==> config.mk <==
export PLATFORM = sky130hd
export DESIGN_NAME = jt51_wrq_flat
export DESIGN_NICKNAME = d
export VERILOG_FILES = /design/src/rtl/jt51_wrq_pkg.sv /design/src/rtl/jt51_wrq_if.sv /design/src/rtl/jt51_wrq_mem.sv /design/src/rtl/jt51_wrq.sv /design/src/flat_wrapper.sv
export SDC_FILE = /design/constraint.sdc
export NUM_CORES = 1
export LEC_CHECK = 0
export BUFFER_PORTS_ARGS = -buffer_cell sky130_fd_sc_hd__buf_4
export CORE_ASPECT_RATIO = 1.5
export CORE_MARGIN = 4
export CORE_UTILIZATION = 54
export DETAILED_ROUTE_END_ITERATION = 6
export PLACE_DENSITY = 0.85
export SYNTH_ARGS = -nofsm -noshare
export SYNTH_HDL_FRONTEND = slang
export SYNTH_SLANG_ARGS = --single-unit
==> constraint.sdc <==
create_clock -name clk -period 2.5 [get_ports clk]
set_input_delay 0.375 -clock clk [delete_from_list [all_inputs] [get_ports clk]]
set_output_delay 0.375 -clock clk [all_outputs]
set_load 0.02 [all_outputs]
==> src/rtl/jt51_wrq_pkg.sv <==
// jt51_wrq_pkg: shared entry layout and issue FSM encoding for the CPU write queue.
package jt51_wrq_pkg;
    localparam int WRQ_W = 9;
    typedef struct packed {
        logic       a0;
        logic [7:0] d;
    } wrq_entry_t;
    typedef enum logic { IDLE = 1'b0, HOLD = 1'b1 } wrq_state_t;
    function automatic wrq_entry_t wrq_pack(input logic a0, input logic [7:0] d);
        return wrq_entry_t'({a0, d});
    endfunction
endpackage

==> src/rtl/jt51_wrq_if.sv <==
// jt51_wrq_if: register write bus ({write,a0,din} plus busy back-pressure).
interface jt51_wrq_if;
    logic       write;
    logic       a0;
    logic [7:0] din;
    logic       busy;
    modport master(output write, a0, din, input busy);
    modport slave(input write, a0, din, output busy);
endinterface

==> src/rtl/jt51_wrq_mem.sv <==
// jt51_wrq_mem: 2**AW x 9 simple dual-port RAM, async read, sync write, storage not reset.
module jt51_wrq_mem
    import jt51_wrq_pkg::*;
#(
    parameter int AW = 4
) (
    input  logic          clk,
    input  logic          we,
    input  logic [AW-1:0] wa,
    input  wrq_entry_t    wd,
    input  logic [AW-1:0] ra,
    output wrq_entry_t    rd
);
    logic [WRQ_W-1:0] mem [2**AW];
    always_ff @(posedge clk)
        if (we) mem[wa] <= wd;
    assign rd = wrq_entry_t'(mem[ra]);
endmodule

==> src/rtl/jt51_wrq.sv <==
// jt51_wrq: CPU write queue replaying {a0,din} writes to jt51_mmr, paced by cen and busy.
module jt51_wrq
    import jt51_wrq_pkg::*;
#(
    parameter int AW = 4
) (
    input  logic          clk,
    input  logic          rst_n,
    input  logic          cen,
    input  logic          ovf_clr,
    jt51_wrq_if.slave     cpu,
    jt51_wrq_if.master    mmr,
    output logic          full,
    output logic          empty,
    output logic [AW:0]   level,
    output logic          ovf
);
    logic [AW-1:0] wr_ptr, rd_ptr;
    wrq_entry_t    head;
    wrq_state_t    state, state_nx;
    logic          seen, cen_one, push, issue, busy_done, timeout;
    assign full  = level[AW];
    assign empty = level == '0;
    assign push  = cpu.write & ~full;
    // Strobe is gated with cen so it always lands on the MMR's enabled clock
    assign issue = state == IDLE & ~empty & cen & (~head.a0 | ~mmr.busy);
    assign cpu.busy  = full;
    assign mmr.write = issue;
    assign mmr.a0    = ~empty & head.a0;
    assign mmr.din   = empty ? 8'd0 : head.d;
    assign busy_done = seen & ~mmr.busy;
    assign timeout   = ~seen & ~mmr.busy & cen & cen_one;
    jt51_wrq_mem #(.AW(AW)) u_mem (
        .clk (clk),
        .we  (push),
        .wa  (wr_ptr),
        .wd  (wrq_pack(cpu.a0, cpu.din)),
        .ra  (rd_ptr),
        .rd  (head)
    );
    always_comb begin
        state_nx = state;
        if (state == IDLE)
            state_nx = (issue & head.a0) ? HOLD : IDLE;
        else
            state_nx = (busy_done | timeout) ? IDLE : HOLD;
    end
    always_ff @(posedge clk or negedge rst_n) begin
        if (!rst_n) begin
            wr_ptr  <= '0;
            rd_ptr  <= '0;
            level   <= '0;
            ovf     <= 1'b0;
            state   <= IDLE;
            seen    <= 1'b0;
            cen_one <= 1'b0;
        end else begin
            wr_ptr  <= wr_ptr + AW'(push);
            rd_ptr  <= rd_ptr + AW'(issue);
            level   <= level + (AW+1)'(push) - (AW+1)'(issue);
            ovf     <= (cpu.write & full) | (ovf & ~ovf_clr);
            state   <= state_nx;
            // Busy-seen and timeout tracking restart on every entry into HOLD
            seen    <= state == HOLD & (seen | mmr.busy);
            cen_one <= state == HOLD & (cen_one | cen);
        end
    end
endmodule

==> src/flat_wrapper.sv <==
// flat-port wrapper written by rule: the top's interface ports become plain ports
module jt51_wrq_flat import jt51_wrq_pkg::*;
#(
    parameter int AW = 4
)
  (clk, rst_n, cen, ovf_clr, full, empty, level, ovf, cpu_write, cpu_a0, cpu_din, cpu_busy, mmr_write, mmr_a0, mmr_din, mmr_busy);
  jt51_wrq_if cpu_i ();
  jt51_wrq_if mmr_i ();
  input  logic clk;
  input  logic rst_n;
  input  logic cen;
  input  logic ovf_clr;
  output logic full;
  output logic empty;
  output logic [AW:0] level;
  output logic ovf;
  input wire logic [$bits(cpu_i.write)-1:0] cpu_write;
  input wire logic [$bits(cpu_i.a0)-1:0] cpu_a0;
  input wire logic [$bits(cpu_i.din)-1:0] cpu_din;
  output wire logic [$bits(cpu_i.busy)-1:0] cpu_busy;
  output wire logic [$bits(mmr_i.write)-1:0] mmr_write;
  output wire logic [$bits(mmr_i.a0)-1:0] mmr_a0;
  output wire logic [$bits(mmr_i.din)-1:0] mmr_din;
  input wire logic [$bits(mmr_i.busy)-1:0] mmr_busy;
  assign cpu_i.write = cpu_write;
  assign cpu_i.a0 = cpu_a0;
  assign cpu_i.din = cpu_din;
  assign cpu_busy = cpu_i.busy;
  assign mmr_write = mmr_i.write;
  assign mmr_a0 = mmr_i.a0;
  assign mmr_din = mmr_i.din;
  assign mmr_i.busy = mmr_busy;
  jt51_wrq #(.AW(AW)) u_core (.clk(clk), .rst_n(rst_n), .cen(cen), .ovf_clr(ovf_clr), .cpu(cpu_i), .mmr(mmr_i), .full(full), .empty(empty), .level(level), .ovf(ovf));
endmodule
==> impl_results.md <==
- Worst r2r src: u_core.rd_ptr[0]
- RR Endpoint: u_core.level[4]
- Dpl cell area: 7130 sq um
- GRT Total Usage: 0.222
- Post-DP HPWL: between 8000 and 9000 um
- Fillcell total: 650
- Fin. max-slew vios: 0
- Gate Count Post-Synth: 320
- Worst-Skew Late Latency: 0.42 ns
- Post-synth top area share: 0.674
- Setup ws final: -0.288 ns
- TritonRoute pass-1 iters: 5
- Die W: 97.0 um
- Post-synthesis cell type count: 37
- # diodes: 0
- Die area: 13,700 sq um
- Initial antenna violation count: 0
- PwrDens: 1260 nW/um^2
- CTS Sinks: 161
- Synth Area per Inst: 20.1 sq um
- DR WL/cell: 25.3 um
- Ys Warns: 0
- Clk_skew: 0.00684 ns
- Clock slew at reported path FFs: 0.06 ns
- CORE AREA: 11,600 sq um
- Max Cap Viol: 0
- Actual slew at the worst max-slew pin: about 0.43 ns
- HP Start: ovf_clr
- Switch Pwr: 3210 uW
- Req. time, crit path: 2.84 ns
- Minimum clock period: 2.79 ns
- Max Clock Freq: 359 MHz
- Post-Route WL: 14,600 um
- Sequential share of the synthesized area: 0.740
- Final Wtd Congestion: 0.865
- Combinational power share: 0.394
- Unrepaired setup endpoints after global routing: true
- First-pass GRT wire length: ~22,000 um
- FP Rows: 48
- Arrival time worst endpoint: about 3.1 ns
- Startpoint types: flop
- Top cells by area, synth: edfxtp_1 (67%), mux4_2 (12%), dfrtp_1 (6.6%)
- Worst Path Buf+Inv: 4
- Via density: approximately 6.0
- P_leak: 0.00288 uW
- Final Cycle Share: 1.12
- Slew HR: 0.715
- Share of power burned in registers: 0.341
- CTS max path bufs: 2
- Die Y: roughly 140 um
- Tot Pwr: just over 10,000 uW
- Final instance area: 8070 sq um
- Clk root buf: clkbuf_16
- Slowest cell on the critical path: dfrtp_2
- Worst min-delay path class: input port to flop
- Cell depth of the worst flop-to-flop path: 14
- Post-synth top flop: edfxtp_1
- Area growth syn-to-layout: 25.7%
- Cell depth of the worst setup path: 14
- Crit Path Max Fanout: 4
- Pint: 6940 uW
- Total grt overflow: 0
- Syn Nets: 346
- R2r setup slk: -0.29 ns
- Sw Ratio: 0.316
- Cell Chain, Critical Path: buf_6 > mux2i_1 > a221o_1 > o22a_1 > o21a_4 > ha_4 > inv_2 > ha_4 > inv_2 > fa_2 > inv_2 > a21oi_2 > o21bai_1 > xnor2_1
- Initial Utilization: 0.554
- Crit-path max cell delay: 0.45 ns
- Final nets: 440
- Ports: 34
- Crit. End Element: flop
- Synthesized area: around 6400 sq um
- Final Setup Violations: 14
- Vias in the first global route: 3,714
- PortBufs: 33
- Vias: 3,473
- Failing checks: setup timing
- Hold Crit Endpoint: u_core.ovf
- Status: finished with violations
- CP delay by family, top: compound AO/OA/AOI/OAI gates
- Antenna-violating nets left: 0
- Clock Power Share: 0.265
- Setup tns final: -1.72 ns
- Crit-path most repeated cell: inv_2
- Share of layout cells above drive strength 1: 0.431
- Synth Register Bits: 161
- Cell taking the most area after synthesis: edfxtp_1
- EDFF count, synth: 144
- VDD IR-drop max: about 1.1 mV
- CTS tree: done
- H-Tree Depth: 4
- Hold path depth: 2
- Async set-reset flop share out of synthesis: 0.106
- Drc violations: 0
- Crit Path Class: flop to flop
- Largest net degree at the start of global routing: 22
- Hold Vio Cnt, Final: 0
- CTS Buf Count: 17
- Starting DRC count in detailed routing: 408
area by class of cell:
class	count	area [sq um]	share of cell area
flip-flops and latches	161	4750	0.589
clock buffers	18	429	0.0532
repair buffers	89	761	0.0943
multi-input cells	133	1700	0.211
well taps	150	188	0.0233
inverters	12	45.0	0.00558
clock inverters	14	189	0.0234
synth_stat cells (all sizes together), types with 4 or more instances:
cell	number
mux4	34
xor2	4
buf	14
nor2	14
nand2	4
inv	12
o22ai	9
xnor2	4
edfxtp	144
nor3	4
ha	10
mux2i	18
nand2b	4
dfrtp	17
worst reg2reg max path, delay by kind of cell (launching register included):
kind | cells | cell delay, ns
AOI/OAI and AO/OA | 5 | 1.03
adders and majority gates | 3 | 0.68
muxes | 1 | 0.13
DFF | 1 | 0.45
xor gates and xnor gates | 1 | 0.14
buffers and inverters | 4 | 0.29
through the flow:
stage          hold slack, ns   util  setup WS (ns)  instances
5_1_grt                 0.152  0.696         -0.361        577
4_1_cts                 0.125  0.684         -0.237        571
3_5_place_dp            0.255  0.615         -0.292        532
2_1_floorplan          0.0794      -         -0.209        320
3_3_place_gp            0.250  0.615         -0.155        532
6_report                0.146  0.696         -0.288        577
power by group through the flow:
stage / Sequential, uW / Clock [uW] / Combinational, uW
6_report: 3460 / 2690 / 3990
5_1_grt: 3490 / 2870 / 4260
4_1_cts: 3460 / 2700 / 3660
3_5_place_dp: 3500 / 0 / 3220
3_3_place_gp: 3480 / 0 / 3110
2_1_floorplan: 3520 / 0 / 2090
logic make-up after synthesis:
family,count (synthesis),synth area share
XOR/XNOR,8,0.0109
flip-flops,161,0.740
multiplexers,54,0.151
AO/OA/AOI/OAI,23,0.0234
buffers and inverters,26,0.0216
AND/OR/NAND/NOR,37,0.0302
adder cells (fa/ha/maj),11,0.0226
worst max path at each step:
stage,end,startpoint
after detailed placement,u_core.level[4],u_core.rd_ptr[1]
final,u_core.level[4],u_core.rd_ptr[0]
after global routing,u_core.level[4],u_core.rd_ptr[1]
after global placement,u_core.level[4],u_core.rd_ptr[2]
after CTS,u_core.level[4],u_core.rd_ptr[1]
after floorplan,u_core.level[4],u_core.rd_ptr[0]
layer usage:
| layer | GRT usage | vias up | wire (um) |
|---|---|---|---|
| li1 | - | 1471 | - |
| met1 | 0.266 | 1806 | 5210 |
| met2 | 0.392 | 165 | 8000 |
| met3 | 0.0531 | 31 | 943 |
| met4 | 0.0858 | 0 | 422 |
| met5 | 0 | - | 0 |
cells in the final DEF, fill, tap and decap left out, types with 5 or more instances in the layout:
cell type    n
nor2_1      13
mux2i_1     11
inv_1        8
buf_6       12
edfxtp_1   144
mux4_2      33
clkbuf_16   17
ha_1         8
buf_4       73
dfrtp_1     14
mux2i_2      5
sequential cells by signal (all words and copies together) (netlist names):
name,cells
u_core.seen,1
u_core.wr_ptr,4
u_core.ovf,1
u_core.state,1
u_core.level,5
u_core.rd_ptr,4
u_core.cen_one,1
u_core.u_mem.mem,144
timing repair:
| action | in CTS | in global routing |
|---|---|---|
| buffers inserted | 5 | 6 |
| setup endpoints to repair | 13 | 14 |
| gates resized for setup | 29 | 18 |
| pin swaps | 11 | 4 |
| endpoints found under the hold margin | 17 | 0 |
| cloned | 1 | 0 |
| hold buffers | 1 | 0 |
No activity file was read; power rests on OpenSTA's default activity.
